### src/rtl/exp_sched_pkg.sv
// exp_sched_pkg: shared types and constants for the exp engine scheduler
// Contents: sched_state_t FSM encoding, default engine operand width and
// fractional bits, and the positive saturation value returned on timeout.
package exp_sched_pkg;
  localparam int EXP_DATA_WIDTH = 16;
  localparam int EXP_FIXED_PNT = 8;
  localparam logic [EXP_DATA_WIDTH-1:0] EXP_SAT_POS = {1'b0, {(EXP_DATA_WIDTH-1){1'b1}}};
  typedef enum logic [2:0] {IDLE, ISSUE, WAIT, DONE, GAP} sched_state_t;
endpackage

### src/rtl/exp_sched_rr_pick.sv
// exp_sched_rr_pick: combinational round-robin pick starting at ptr_i
// Ports: req_i (request vector), ptr_i (search start index),
//        grant_valid_o (any request), grant_idx_o (winning index).
module exp_sched_rr_pick #(
  parameter int N_REQ = 4,
  parameter int IW = $clog2(N_REQ)
) (
  input  logic [N_REQ-1:0] req_i,
  input  logic [IW-1:0]    ptr_i,
  output logic             grant_valid_o,
  output logic [IW-1:0]    grant_idx_o
);
  logic [2*N_REQ-1:0] masked;
  assign grant_valid_o = |req_i;
  // The doubled vector masked below ptr_i makes the first set bit at or above
  // ptr_i, including wrapped ones in the upper copy, the lowest set bit.
  always_comb begin
    masked = {req_i, req_i} & ({(2*N_REQ){1'b1}} << ptr_i);
    grant_idx_o = '0;
    for (int i = 2*N_REQ-1; i >= 0; i--)
      if (masked[i]) grant_idx_o = IW'(i % N_REQ);
  end
endmodule

### src/rtl/exp_sched.sv
// exp_sched: round-robin scheduler sharing one exp engine among N_REQ requesters
// Ports: clk/rst_n (async active-low); req_valid_i/req_num_i/req_ready_o request
//        side; rsp_valid_o/rsp_data_o/rsp_err_o response side; exp_enable_o/
//        exp_num_o/exp_result_i/exp_data_ready_i engine side; busy_o when not IDLE.
// Build option: EXP_SCHED_TIMEOUT_EN adds a WAIT watchdog that returns a
//        saturated result with rsp_err_o=1 after TIMEOUT cycles.
module exp_sched
  import exp_sched_pkg::*;
#(
  parameter int DATA_WIDTH = EXP_DATA_WIDTH,
  parameter int FIXED_PNT = EXP_FIXED_PNT,
  parameter int N_REQ = 4,
  parameter int MIN_GAP = 1,
  parameter int TIMEOUT = 64
) (
  input  logic                        clk,
  input  logic                        rst_n,
  input  logic [N_REQ-1:0]            req_valid_i,
  input  logic [N_REQ*DATA_WIDTH-1:0] req_num_i,
  output logic [N_REQ-1:0]            req_ready_o,
  output logic [N_REQ-1:0]            rsp_valid_o,
  output logic [DATA_WIDTH-1:0]       rsp_data_o,
  output logic                        rsp_err_o,
  output logic                        exp_enable_o,
  output logic [DATA_WIDTH-1:0]       exp_num_o,
  input  logic [DATA_WIDTH-1:0]       exp_result_i,
  input  logic                        exp_data_ready_i,
  output logic                        busy_o
);
  localparam int IW = $clog2(N_REQ);
  localparam int GW = $clog2(MIN_GAP + 1);
  if (N_REQ < 2 || N_REQ > 16 || MIN_GAP < 1 || TIMEOUT < 1 || FIXED_PNT >= DATA_WIDTH) begin : g_bad_params
    $error("exp_sched: illegal parameter set");
  end
  sched_state_t state_q;
  logic [IW-1:0] rr_ptr_q, owner_q, grant_idx;
  logic grant_valid;
  logic [GW-1:0] gap_cnt_q;
  logic [DATA_WIDTH-1:0] lane_num [N_REQ];
  for (genvar g = 0; g < N_REQ; g++) begin : g_lane
    assign lane_num[g] = req_num_i[g*DATA_WIDTH +: DATA_WIDTH];
  end
  exp_sched_rr_pick #(.N_REQ(N_REQ), .IW(IW)) u_pick (
    .req_i(req_valid_i),
    .ptr_i(rr_ptr_q),
    .grant_valid_o(grant_valid),
    .grant_idx_o(grant_idx)
  );
  assign busy_o = state_q != IDLE;
`ifdef EXP_SCHED_TIMEOUT_EN
  localparam int TW = $clog2(TIMEOUT + 1);
  logic [TW-1:0] wd_cnt_q;
  logic rsp_err_q;
  assign rsp_err_o = rsp_err_q;
`else
  assign rsp_err_o = 1'b0;
`endif
  always_ff @(posedge clk or negedge rst_n) begin
    if (!rst_n) begin
      state_q <= IDLE;
      rr_ptr_q <= '0;
      owner_q <= '0;
      gap_cnt_q <= '0;
      req_ready_o <= '0;
      rsp_valid_o <= '0;
      rsp_data_o <= '0;
      exp_enable_o <= 1'b0;
      exp_num_o <= '0;
`ifdef EXP_SCHED_TIMEOUT_EN
      wd_cnt_q <= '0;
      rsp_err_q <= 1'b0;
`endif
    end else begin
      req_ready_o <= '0;
      rsp_valid_o <= '0;
      case (state_q)
        IDLE: if (grant_valid) begin
          req_ready_o <= N_REQ'(1) << grant_idx;
          owner_q <= grant_idx;
          exp_num_o <= lane_num[grant_idx];
          state_q <= ISSUE;
        end
        ISSUE: begin
          exp_enable_o <= 1'b1;
          state_q <= WAIT;
`ifdef EXP_SCHED_TIMEOUT_EN
          wd_cnt_q <= '0;
`endif
        end
        WAIT: if (exp_data_ready_i) begin
          rsp_data_o <= exp_result_i;
          rsp_valid_o <= N_REQ'(1) << owner_q;
          exp_enable_o <= 1'b0;
          state_q <= DONE;
`ifdef EXP_SCHED_TIMEOUT_EN
          rsp_err_q <= 1'b0;
        end else if (wd_cnt_q == TW'(TIMEOUT - 1)) begin
          rsp_data_o <= {1'b0, {(DATA_WIDTH-1){1'b1}}};
          rsp_err_q <= 1'b1;
          rsp_valid_o <= N_REQ'(1) << owner_q;
          exp_enable_o <= 1'b0;
          state_q <= DONE;
        end else begin
          wd_cnt_q <= wd_cnt_q + TW'(1);
`endif
        end
        DONE: begin
          rr_ptr_q <= owner_q == IW'(N_REQ - 1) ? '0 : owner_q + IW'(1);
          gap_cnt_q <= '0;
          state_q <= GAP;
        end
        GAP: begin
          gap_cnt_q <= gap_cnt_q + GW'(1);
          state_q <= gap_cnt_q == GW'(MIN_GAP - 1) ? IDLE : GAP;
        end
        default: state_q <= IDLE;
      endcase
    end
  end
endmodule

### config.mk
export PLATFORM = sky130hd
export DESIGN_NAME = exp_sched
export DESIGN_NICKNAME = d
export VERILOG_FILES = /design/src/rtl/exp_sched_pkg.sv /design/src/rtl/exp_sched_rr_pick.sv /design/src/rtl/exp_sched.sv
export SDC_FILE = /design/constraint.sdc
export NUM_CORES = 1
export LEC_CHECK = 0
export ABC_AREA = 1
export CORE_MARGIN = 2
export CORE_UTILIZATION = 35
export DETAILED_ROUTE_END_ITERATION = 8
export GPL_TIMING_DRIVEN = 0
export PLACE_DENSITY = 0.72
export SETUP_SLACK_MARGIN = 0.15
export SLEW_MARGIN = 10
export SYNTH_ARGS = -nofsm -noshare
export SYNTH_HDL_FRONTEND = slang
export SYNTH_HIERARCHICAL = 1
export SYNTH_SLANG_ARGS = --single-unit
### constraint.sdc
create_clock -name clk -period 2.88 [get_ports clk]
set_clock_uncertainty 0.05 [all_clocks]
set_input_delay 0.288 -clock clk [delete_from_list [all_inputs] [get_ports clk]]
set_output_delay 0.288 -clock clk [all_outputs]
set_load 0.02 [all_outputs]
Word-level counts from Yosys, hierarchy flattened
Cells that the tools add are included.
- reductions and logical operators: 9
- equality and inequality tests: 7
- shift operators: 3
- bitwise gates (word level): 2
- add/subtract/negate cells: 2
- mux-type cells: 23
- magnitude comparators: 1
- operators by type and width (cell ; count):
    16-bit binary-select mux with 2-bit select ; 1
    16-bit 2-to-1 mux ; 2
    2-bit 2-to-1 mux ; 9
    4-bit 2-to-1 mux ; 4
    3-bit case mux with 5 select lines ; 1
    3-bit 2-to-1 mux ; 3
    8-bit bitwise AND ; 1
    2-bit AND reduction ; 4
    1-bit by 2-bit << shifter with 4-bit output, first input constant ; 2
    8-bit by 2-bit << shifter with 8-bit output, first input constant ; 1
    3-bit by 2-bit equality test with 1-bit output, second input constant ; 2
    2-bit inequality test, second input constant ; 2
    1-bit case mux with 2 select lines ; 2
    2-bit nonzero test ; 2
    4-bit OR reduction ; 1
    3-bit by 1-bit equality test with 1-bit output, second input constant ; 1
    3-bit equality test, second input constant ; 1
    3-bit greater-or-equal comparator, second input constant ; 1
    3-bit logical NOT ; 1
    2-bit inverter with 3-bit output ; 1
    3-bit nonzero test ; 1
    2-bit by 1-bit adder with 2-bit output, second input constant ; 1
    2-bit equality test, second input constant ; 1
    1-bit adder, second input constant ; 1
    1-bit 2-to-1 mux ; 1
- input port bits: 87
- logic and storage cells: 56
- register bits after elaboration: 49

Longest topological paths before layout
- word-level depth: 14
- mapped depth: 13

Hierarchy
The synthesis kept the hierarchy.
- by module, submodules not included (module ; times used ; area each (µm²) ; sequential area each (µm²) ; cells each):
    exp_sched ; 1 ; 2750.1 ; 1226.2 ; 391
    exp_sched_rr_pick ; 1 ; 92.6 ; 0.0 ; 20

Least setup slack after synthesis
Ideal clock, no wire load.
- kind: reg2reg
- from: register rr_ptr_q[1]
- to: register exp_num_o[14]
- required time: 2.714 ns
- stages on the path, launching flop included: 13
- library setup time: 0.116 ns
- arrival: 1.283 ns
- path buffers: 2
- setup slack: 1.431 ns
- path through: dfrtp_1 nor2_1 nand2_1 inv_1 a21oi_2 buf_2 inv_1 buf_4 nand2_1 nand3_1 nand2_1 nand2_1 nand2_1
- word-level cells in the longest chain between the ends: 14
- RTL lines (element ; RTL line ; source):
    start, declared ; exp_sched.sv:36 ; logic [IW-1:0] rr_ptr_q, owner_q, grant_idx;
    start signal, assigned ; exp_sched.sv:108 ; rr_ptr_q <= owner_q == IW'(N_REQ - 1) ? '0 : owner_q + IW'(1);
    8-bit by 2-bit << shifter with 8-bit output * ; exp_sched_rr_pick.sv:18 ; masked = {req_i, req_i} & ({(2*N_REQ){1'b1}} << ptr_i);
    8-bit bitwise AND * ; exp_sched_rr_pick.sv:18 ;
    2-bit 2-to-1 mux (7 in series) ; exp_sched_rr_pick.sv:21 ; if (masked[i]) grant_idx_o = IW'(i % N_REQ);
    2-bit 2-to-1 mux * ; exp_sched_rr_pick.sv:21 ;
    net grant_idx[0] ; exp_sched.sv:36 ;
    2-bit inverter with 3-bit output (implied by the code) * ; exp_sched.sv:80 ; exp_num_o <= lane_num[grant_idx];
    16-bit binary-select mux with 2-bit select * ; exp_sched.sv:80 ;
    16-bit 2-to-1 mux (implied by the code) * (2 in series) ; exp_sched.sv:80 ;
    end signal, assigned ; exp_sched.sv:80 ;
    end, declared ; exp_sched.sv:25 ; output logic [DATA_WIDTH-1:0] exp_num_o,
Mark *: on every way through the listed nets, which the timed path passes. The rest lies on a longest branch. The select of a mux whose other input is x is not followed.
A chain may end at the register's enable or synchronous reset.

Final worst setup path
- from: input req_valid_i[3]
- to: register exp_num_o[9]
- word-level cells in the longest chain between the ends: 13
- elaborated cells on any way between the ends: 15
- RTL lines (element ; RTL line ; source):
    start, declared ; exp_sched.sv:18 ; input logic [N_REQ-1:0] req_valid_i,
    8-bit bitwise AND * ; exp_sched_rr_pick.sv:18 ;
    2-bit 2-to-1 mux (4 in series) ; exp_sched_rr_pick.sv:21 ;
    2-bit 2-to-1 mux * (4 in series) ; exp_sched_rr_pick.sv:21 ;
    net grant_idx[1] ; exp_sched.sv:36 ;
    2-bit inverter with 3-bit output (implied by the code) * ; exp_sched.sv:80 ;
    16-bit binary-select mux with 2-bit select * ; exp_sched.sv:80 ;
    16-bit 2-to-1 mux (implied by the code) * (2 in series) ; exp_sched.sv:80 ;
Marked as above.

==> run_results.csv <==
group,metric,value,unit
detailed_routing,wl,7060,um
setup_path,path_class,"in2reg",
timing,fmax,525,MHz
floorplanning,die_h,94.1,um
finish,final_util,55.9,%
clock_tree,post-cts-setup-buffers,0,
setup_path,critPathMostFrequentCell,"nand2_1",
setup_path,required,3020,ps
setup_path,path_cells,"clkdlybuf4s50_1 -> or2_1 -> nand3_2 -> nor2_1 -> clkinv_1 -> buf_1 -> nand3_1 -> nand2_1 -> nand2_1 -> nand2_1",
clock_tree,clock_latency,300,ps
pwr,ir_drop,0.282,mV
finish,drive_gt1_share,7.83,%
clock_tree,clock_tree.root_cell,"clkbuf_8",
clock_tree,cts_max_level,2,
finish,final_common_cell,"nand2_1",
synthesis,ys_types,28,
clock_tree,cts_buffer_depth,2,
setup_path,worstPathArrival,2050,ps
floorplanning,fp.dieW,94.1,um
timing,tns,0,ps
synthesis,syn-num-nets,502,
timing,slew_viol_final,0,
placement,place_hpwl,5710,um
synthesis,synth.top_cell.area_share,43.1,%
pwr,p_leak,2.39,nW
clock_tree,cts_tree,"built",
finish,nets,639,
timing,rsz0062_at_grt,"no",
detailed_routing,final_antenna_net_count,0,
detailed_routing,post-route-drc-count,0,
floorplanning,die_area,8860,um2
floorplanning,fp.coreArea,7810,um2
setup_path,r2r-start,"rr_ptr_q[1]",
detailed_routing,routed_via_density,4.29,
timing,slew-limit-headroom,65.1,%
synthesis,netlist_top_cells_area,"dfrtp_1 (43%), nand2_1 (26%), inv_1 (10%)",
outcome,outcome,"complete, no violations",
synthesis,yosys_warnings,6,
global_routing,grt_antenna_before_repair,0,
detailed_routing,drtIter0Drc,100,
clock_tree,numCtsBuffers,5,
detailed_routing,wire_per_inst,10.8,um
setup_path,critPathMaxFanout,10,
floorplanning,initial_utilization,36.4,%
finish,area_growth,53.5,%
setup_path,max_stage_delay,490,ps
global_routing,overflow,0,
global_routing,grt_pass1_wl,11900,um
finish,antenna_cells,0,
clock_tree,clock_sinks,49,
floorplanning,ios,130,
synthesis,synthCells,411,
pwr,power.density,877,nW/um2
placement,place.gp.congestion,0.808,
timing,setup_viol,0,
synthesis,avgSynthCellArea,6.92,um2
global_routing,grt_use_total,16.8,%
pwr,total_power,3.83,mW
global_routing,grt_pass1_vias,2656,
synthesis,yosysTopAreaCell,"dfrtp_1",
clock_tree,clkTransAtPathRegs,90,ps
hold_path,min_path_type,"in2async",
setup_path,critPathBufInv,3,
setup_path,crit_family,"buffers and inverters",
timing,fin_crit_sh,66.2,%
global_routing,grt_max_degree,32,
setup_path,critPathLaunch,"req_valid_i[3]",
synthesis,synth_seq_area_share,43.1,%
timing,worst_slew_pin_slew,524,ps
clock_tree,ctsResizeCount,0,
synthesis,synth-seq-cells,49,
floorplanning,row_count,32,
detailed_routing,vias,2790,
timing,fin_crit,1910,ps
detailed_routing,dr.pass1.iters,5,
finish,final_cell_mix,"nand2_1 (198), clkdlybuf4s50_1 (127), inv_1 (76)",
placement,io_buffers,128,
clock_tree,hold_buffers,1,
synthesis,netlist_area,2840,um2
setup_path,slowest_stage,"clkdlybuf4s50_1",
setup_path,startpoint_type,"primary input",
timing,final_hold_viol_count,0,
setup_path,worst_setup_path_end_kind,"register",
run,cap_viol_max_count,0,
## power breakdown
| part | internal (mW) | total (mW) | switching (mW) |
|---|---|---|---|
| Clock | 0.171 | 0.391 | 0.220 |
| Combinational | 1.02 | 2.28 | 1.26 |
| Sequential | 0.985 | 1.16 | 0.172 |
## path summary, 6_finish.rpt
| check | to | slack [ps] | cells past startpoint |
|---|---|---|---|
| setup / recovery | exp_num_o[9] | 970 | 10 |
| hold / removal | state_q[1] | 420 | 2 |
| min in group clk | exp_num_o[12] | 430 | 2 |
| setup reg to reg | exp_num_o[9] | 1070 | 10 |
| max in group asynchronous | owner_q[1] | 1850 | 3 |
| hold reg to reg | exp_num_o[12] | 430 | 2 |
## cells by family (layout without fill, tap and decap cells)
group,Yosys count,count (layout),synth area share (%)
and+or+nand+nor,255,255,37.8
buffers and inverters,97,235,15.9
DFF,49,49,43.1
AOI/OAI and AO/OA,5,5,1.28
adders and majority gates,4,4,1.76
other,1,1,0.132
## layer usage
metal | wire, um | GRT usage (%) | vias to the layer above
met5 | 0 | 0 | -
met4 | 57 | 3.62 | 0
met2 | 3260 | 28.3 | 119
met1 | 3150 | 21.7 | 1206
li1 | - | - | 1459
met3 | 592 | 4.33 | 6
## cell type report
type | count | area (um2)
Sequential cell | 49 | 1230
Tap cell | 102 | 128
Timing Repair Buffer | 130 | 1310
Inverter | 80 | 303
Clock inverter | 2 | 15.0
Fill cell | 742 | 3440
Multi-Input combinational cell | 265 | 1160
Clock buffer | 6 | 72.6
Buffer | 17 | 150
## Yosys cell counts (all sizes together)
library cell and instances:
nand2 202, nor3 2, dfrtp 49, buf 17, nand3 37, conb 1
nor2 13, ha 4, a21oi 2, or2 1, clkinv 1, inv 79
o21ai 3
## sequential cells by signal (all words and copies together) (netlist names)
signal	cells
req_ready_o	4
rsp_valid_o	4
exp_num_o	16
exp_enable_o	1
rr_ptr_q	2
owner_q	2
state_q	3
gap_cnt_q	1
rsp_data_o	16
## stage by stage
stage | worst slack (ps) | area (um2) | hold slack, ps | cells
floorplan | 1430 | 2840 | -57.6 | 411
detailed placement | 646 | 4270 | 216 | 642
CTS | 967 | 4360 | 438 | 651
global placement | 72.1 | 4250 | 411 | 641
finish | 974 | 4360 | 424 | 651
global route | 774 | 4360 | 455 | 651
Note: power is estimated with default switching activity, not from simulation.
